$ cat config.mk
export PLATFORM = sky130hd
export DESIGN_NAME = ddr5_cmd_sched
export DESIGN_NICKNAME = d
export VERILOG_FILES = /design/src/rtl/ddr5_cmd_sched.sv
export SDC_FILE = /design/constraint.sdc
export NUM_CORES = 1
export LEC_CHECK = 0
export CORE_MARGIN = 5
export CORE_UTILIZATION = 38
export CTS_BUF_LIST = sky130_fd_sc_hd__clkbuf_8
export DETAILED_ROUTE_END_ITERATION = 6
export PLACE_DENSITY_LB_ADDON = 0.3
export SLEW_MARGIN = 20
export SYNTH_ARGS = -nofsm -noshare
export SYNTH_HDL_FRONTEND = slang
export SYNTH_SLANG_ARGS = --single-unit
$ cat constraint.sdc
create_clock -name clk -period 2 [get_ports clk]
set_clock_uncertainty 0.2 [all_clocks]
set_input_delay 0.3 -clock clk [delete_from_list [all_inputs] [get_ports clk]]
set_output_delay 0.3 -clock clk [all_outputs]
set_load 0.02 [all_outputs]
$ cat src/rtl/ddr5_cmd_sched.sv
// DDR5 single-channel command scheduler: expands each request into ACT + RDA/WRA for pkt_gen.
// Optional issued-command statistics are built when DDR5_CMD_SCHED_STATS_EN is defined.
module ddr5_cmd_sched #(
  parameter int unsigned T_RCD   = 4,
  parameter int unsigned T_RD_AP = 6,
  parameter int unsigned T_WR_AP = 10,
  parameter int unsigned CNT_W   = 8
) (
  input  logic        clk,
  input  logic        rst_n,
  input  logic        req_valid,
  output logic        req_ready,
  input  logic        req_wr,
  input  logic [2:0]  req_bg,
  input  logic        req_ba,
  input  logic [15:0] req_row,
  input  logic [9:0]  req_col,
  output logic [2:0]  BG,
  output logic        BA,
  output logic [15:0] row,
  output logic [9:0]  col,
  output logic [3:0]  current_state,
  output logic        CS_i,
  output logic        busy,
  output logic        cmd_done,
  output logic [15:0] stat_rd_cnt,
  output logic [15:0] stat_wr_cnt
);

  localparam int unsigned RcdEff  = (T_RCD < 2) ? 2 : T_RCD;
  localparam int unsigned RdApEff = (T_RD_AP < 2) ? 2 : T_RD_AP;
  localparam int unsigned WrApEff = (T_WR_AP < 2) ? 2 : T_WR_AP;

  // Loaded one short so the terminal count lands on the last cycle before the next command.
  localparam logic [CNT_W-1:0] RcdLoad  = CNT_W'(RcdEff - 1);
  localparam logic [CNT_W-1:0] RdApLoad = CNT_W'(RdApEff - 1);
  localparam logic [CNT_W-1:0] WrApLoad = CNT_W'(WrApEff - 1);

  localparam logic [3:0] CodeIdle = 4'd0;
  localparam logic [3:0] CodeAct  = 4'd8;
  localparam logic [3:0] CodeWra  = 4'd5;
  localparam logic [3:0] CodeRda  = 4'd12;

  typedef enum logic [2:0] {StIdle, StAct0, StAct1, StRcd, StCas0, StCas1, StRec} state_e;

  state_e           state_q, state_d;
  logic [CNT_W-1:0] cnt_q, cnt_d;
  logic             wr_q;
  logic             done_d;
  logic [3:0]       code_d;

  assign req_ready = (state_q == StIdle);

  always_comb begin
    state_d = state_q;
    cnt_d   = (cnt_q != '0) ? cnt_q - 1'b1 : '0;
    done_d  = 1'b0;
    unique case (state_q)
      StIdle: begin
        if (req_valid) begin
          state_d = StAct0;
          cnt_d   = RcdLoad;
        end
      end
      StAct0: state_d = StAct1;
      StAct1, StRcd: begin
        if (cnt_q == '0) begin
          state_d = StCas0;
          cnt_d   = wr_q ? WrApLoad : RdApLoad;
        end else begin
          state_d = StRcd;
        end
      end
      StCas0: state_d = StCas1;
      StCas1, StRec: begin
        if (cnt_q == '0) begin
          state_d = StIdle;
          done_d  = 1'b1;
        end else begin
          state_d = StRec;
        end
      end
      default: state_d = StIdle;
    endcase
  end

  always_comb begin
    code_d = CodeIdle;
    unique case (state_d)
      StAct0, StAct1: code_d = CodeAct;
      StCas0, StCas1: code_d = wr_q ? CodeWra : CodeRda;
      default:        code_d = CodeIdle;
    endcase
  end

  always_ff @(posedge clk or negedge rst_n) begin
    if (!rst_n) begin
      state_q       <= StIdle;
      cnt_q         <= '0;
      wr_q          <= 1'b0;
      BG            <= '0;
      BA            <= 1'b0;
      row           <= '0;
      col           <= '0;
      current_state <= CodeIdle;
      CS_i          <= 1'b0;
      busy          <= 1'b0;
      cmd_done      <= 1'b0;
    end else begin
      state_q       <= state_d;
      cnt_q         <= cnt_d;
      current_state <= code_d;
      CS_i          <= (state_d == StAct0) || (state_d == StCas0);
      busy          <= (state_d != StIdle);
      cmd_done      <= done_d;
      if (req_valid && req_ready) begin
        wr_q <= req_wr;
        BG   <= req_bg;
        BA   <= req_ba;
        row  <= req_row;
        col  <= req_col;
      end
    end
  end

`ifdef DDR5_CMD_SCHED_STATS_EN
  logic [15:0] stat_rd_q, stat_wr_q;
  logic        cas_entry;

  assign cas_entry = (state_d == StCas0) && (state_q != StCas0);

  always_ff @(posedge clk or negedge rst_n) begin
    if (!rst_n) begin
      stat_rd_q <= '0;
      stat_wr_q <= '0;
    end else if (cas_entry) begin
      if (!wr_q && stat_rd_q != 16'hFFFF) stat_rd_q <= stat_rd_q + 16'd1;
      if (wr_q && stat_wr_q != 16'hFFFF)  stat_wr_q <= stat_wr_q + 16'd1;
    end
  end

  assign stat_rd_cnt = stat_rd_q;
  assign stat_wr_cnt = stat_wr_q;
`else
  assign stat_rd_cnt = '0;
  assign stat_wr_cnt = '0;
`endif

endmodule

==> impl_metrics.env <==
export IMPL_drtIter0Drc=49
export IMPL_yosysTopAreaCell="dfrtp_1"
export IMPL_dieHeight_um=86.82
export IMPL_switchingPower_uw=1496
export IMPL_fmax_ghz=0.5309
export IMPL_rows=28
export IMPL_synth_ff_type="dfrtp_1"
export IMPL_ys_ff_latch=48
export IMPL_drt_vias_per_instance=4.534
export IMPL_seqCellArea_um2=1201
export IMPL_drc=0
export IMPL_tritoncts="done"
export IMPL_clk_latency_ns=0.30
export IMPL_hold_depth=1
export IMPL_root_buffer="clkbuf_8"
export IMPL_port_buffers=70
export IMPL_async_flop_share_pct=100.0
export IMPL_swShare_pct=36.20
export IMPL_reg2reg_slack_ns=0.12
export IMPL_gr_total_overflow=0
export IMPL_antenna_found_initial=0
export IMPL_dr_pass1_iters=4
export IMPL_multi_input_area_um2=863.3
export IMPL_nFillCells=537
export IMPL_clock_path_buffers=2
export IMPL_cts_htree_levels=2
export IMPL_synth_cell_types=34
export IMPL_outcome="complete, no violations"
export IMPL_grt_pass1_vias=1573
export IMPL_slew_viol_final=0
export IMPL_numCtsBuffers=5
export IMPL_fin_ws_ns=0.1166
export IMPL_grt_total_usage_pct=12.93
export IMPL_grt_pass1_wl_mm=7.714
export IMPL_synth_edf_count=0
export IMPL_dp_hpwl_mm=3.511
export IMPL_finalSetupTns_ns=0
export IMPL_yosys_cell_count_top_type="dfrtp_1"
export IMPL_fin_cells=341
export IMPL_area_delta_synth_final_pct=38.11
export IMPL_p_comb_share_pct=48.0
export IMPL_vias=1546
export IMPL_clkSlewWorstSetupHoldPaths_ns=0.09
export IMPL_finalWeightedCongestion=0.8192
export IMPL_ant_nets=0
export IMPL_synth_top_cells_by_count="48 x dfrtp_1, 36 x buf_4, 31 x mux2_2"
export IMPL_nNetsFinal=302
export IMPL_clkPwrFrac_pct=13.1
export IMPL_syn_cell_area_um2=2242
export IMPL_post_route_cell_area_um2=3097
export IMPL_crit_type="reg2reg"
export IMPL_die_x_um=86.82
export IMPL_rsz0062_at_grt="no"
export IMPL_synthTopCellsByArea="dfrtp_1 54%, mux2_2 16%, buf_4 12%, xnor2_1 1.2%, a21oi_1 1.1%"
export IMPL_wl_mm=4.585
export IMPL_critical_path_required_ns=2.02
export IMPL_place_worst_setup_slack_ns=0.05786
export IMPL_power_per_cell_area_nw_per_um2=1334
export IMPL_cap_violations=0
export IMPL_tightest_slew_ns=0.5927
export IMPL_hold_end="row[13]"
export IMPL_core_um2=5816
export IMPL_arrival_ns=1.90
export IMPL_final_util_pct=53.25
export IMPL_r2r_end="cnt_q[6]"
export IMPL_synth_seq_area_share_pct=53.57
export IMPL_rr_worst_depth=3
export IMPL_seqPwrFrac_pct=38.9
export IMPL_cts_sinks=48
export IMPL_post_cts_buffers=0
export IMPL_ys_warnings_count=0
export IMPL_r2r_start="cnt_q[2]"
export IMPL_antenna_cells=0
export IMPL_setup_viol=0
export IMPL_cp_start_kind="register"
export IMPL_drive_above_1_share_pct=21.80
export IMPL_fin_crit_sh_pct=94.17
export IMPL_dieArea_um2=7537
export IMPL_syn_area_per_cell_um2=12.39
export IMPL_avgRoutedWirePerCell_um=13.45
export IMPL_start_util_pct=38.55
export IMPL_io_pins=104
export IMPL_worstPathMaxFanout=5
export IMPL_synthCells=181
export IMPL_cp_end_kind="register"
export IMPL_min_from="row[13]"
export IMPL_dp_cells=333
export IMPL_ir_drop_mv=0.6427
export IMPL_dpl_cell_area_um2=3005
export IMPL_p_leak_uw=0.001349
export IMPL_slew_headroom_pct=60.48
export IMPL_synth_top_area_share_pct=53.57
export IMPL_min_period_ns=1.883
export IMPL_hp_class="reg2reg"
export IMPL_grt_max_degree=49
export IMPL_hold_violations=0
export IMPL_p_int_uw=2636
[logic make-up (layout without fill, tap and decap cells)]
group | after synthesis | after routing | synth area share (%)
and+or+nand+nor | 27 | 27 | 7.311
AOI/OAI and AO/OA | 24 | 24 | 7.310
DFF | 48 | 48 | 53.57
buffers and inverters | 45 | 98 | 13.78
muxes | 31 | 31 | 15.57
xor gates and xnor gates | 3 | 3 | 1.172
adders and majority gates | 2 | 2 | 1.116
other | 1 | 33 | 0.1673
[critical path, stage by stage (launching register included)]
cell	delay (ns)
dfrtp_1	0.44
or4_4	0.53
or4_1	0.49
a21oi_1	0.14
[per-layer routing]
metal  GRT usage, %  routed length [um]
met1          15.83                1839
met4          5.666                  78
met3          3.327                 283
met5              0                   0
met2          21.39                2384
[how the worst max path moves through the flow]
| stage | startpoint | end | cells past startpoint |
|---|---|---|---|
| floorplan | state_q[1] | BA | 6 |
| global placement | req_valid | row[15] | 4 |
| detailed placement | cnt_q[0] | state_q[0] | 6 |
| CTS | cnt_q[0] | state_q[0] | 6 |
| global route | cnt_q[2] | cnt_q[6] | 3 |
| finish | cnt_q[2] | cnt_q[6] | 3 |
[power by group through the flow]
stage / Combinational (uW) / Sequential [uW] / Clock (uW)
2_1_floorplan: 735 / 1970 / 0
3_3_place_gp: 1960 / 1620 / 0
4_1_cts: 2000 / 1610 / 563
3_5_place_dp: 2000 / 1620 / 0
5_1_grt: 2140 / 1680 / 585
6_report: 1980 / 1610 / 541
[cells in the final DEF, fill, tap and decap left out]
| cell | n |
|---|---|
| buf_12 | 2 |
| clkinv_2 | 1 |
| nand3_1 | 2 |
| nor3b_2 | 1 |
| conb_1 | 33 |
| buf_4 | 13 |
| nor2b_1 | 2 |
| dlygate4sd3_1 | 1 |
| ha_1 | 2 |
| o21ai_0 | 5 |
| nor3_1 | 4 |
| a32oi_1 | 1 |
| buf_2 | 1 |
| a21oi_1 | 5 |
| mux2_2 | 31 |
| clkbuf_8 | 5 |
| nor3_4 | 1 |
| clkdlybuf4s50_1 | 68 |
| o31a_1 | 1 |
| a31oi_1 | 1 |
| inv_1 | 6 |
| nor4_2 | 1 |
| xnor2_1 | 3 |
| nor2_1 | 3 |
| dfrtp_1 | 48 |
| nand4_1 | 1 |
| dlygate4sd2_1 | 1 |
| nand2_1 | 5 |
| o32ai_1 | 1 |
| o31ai_1 | 3 |
| and2_1 | 1 |
| o22ai_1 | 1 |
| or3b_2 | 1 |
| a221o_1 | 2 |
| or4_4 | 1 |
| o211ai_1 | 2 |
| a221oi_1 | 1 |
| or4_1 | 3 |
| nand2b_1 | 1 |
| o41ai_1 | 1 |
[metrics by stage]
step	total power [uW]	hold slack, ns
after global placement	3580	0.2428
after detailed placement	3621	0.2327
final	4131	0.3071
after global routing	4406	0.3331
after floorplan	2709	-0.1956
after CTS	4178	0.3141
[state kept, by name (all words and copies together) (netlist names)]
signal / flops
row: 16
col: 10
cnt_q: 8
BG: 3
current_state: 3
state_q: 3
BA: 1
CS_i: 1
busy: 1
cmd_done: 1
wr_q: 1
[timing repair]
item / CTS / global route
gates resized for setup: 1 / 1
pin swaps: 0 / 0
hold endpoints to repair: 48 / 0
endpoints found under the setup margin: 1 / 4
hold buffers: 1 / 0
[area by class of cell]
type	instances	area share (%)
sequential	48	38.79
multi-input combinational	120	27.88
timing repair buffer	86	27.19
tap	75	3.030
clock buffer	5	2.222
inverter	5	0.6061
clock inverter	2	0.2828
Note: power is estimated with default switching activity, not from simulation.
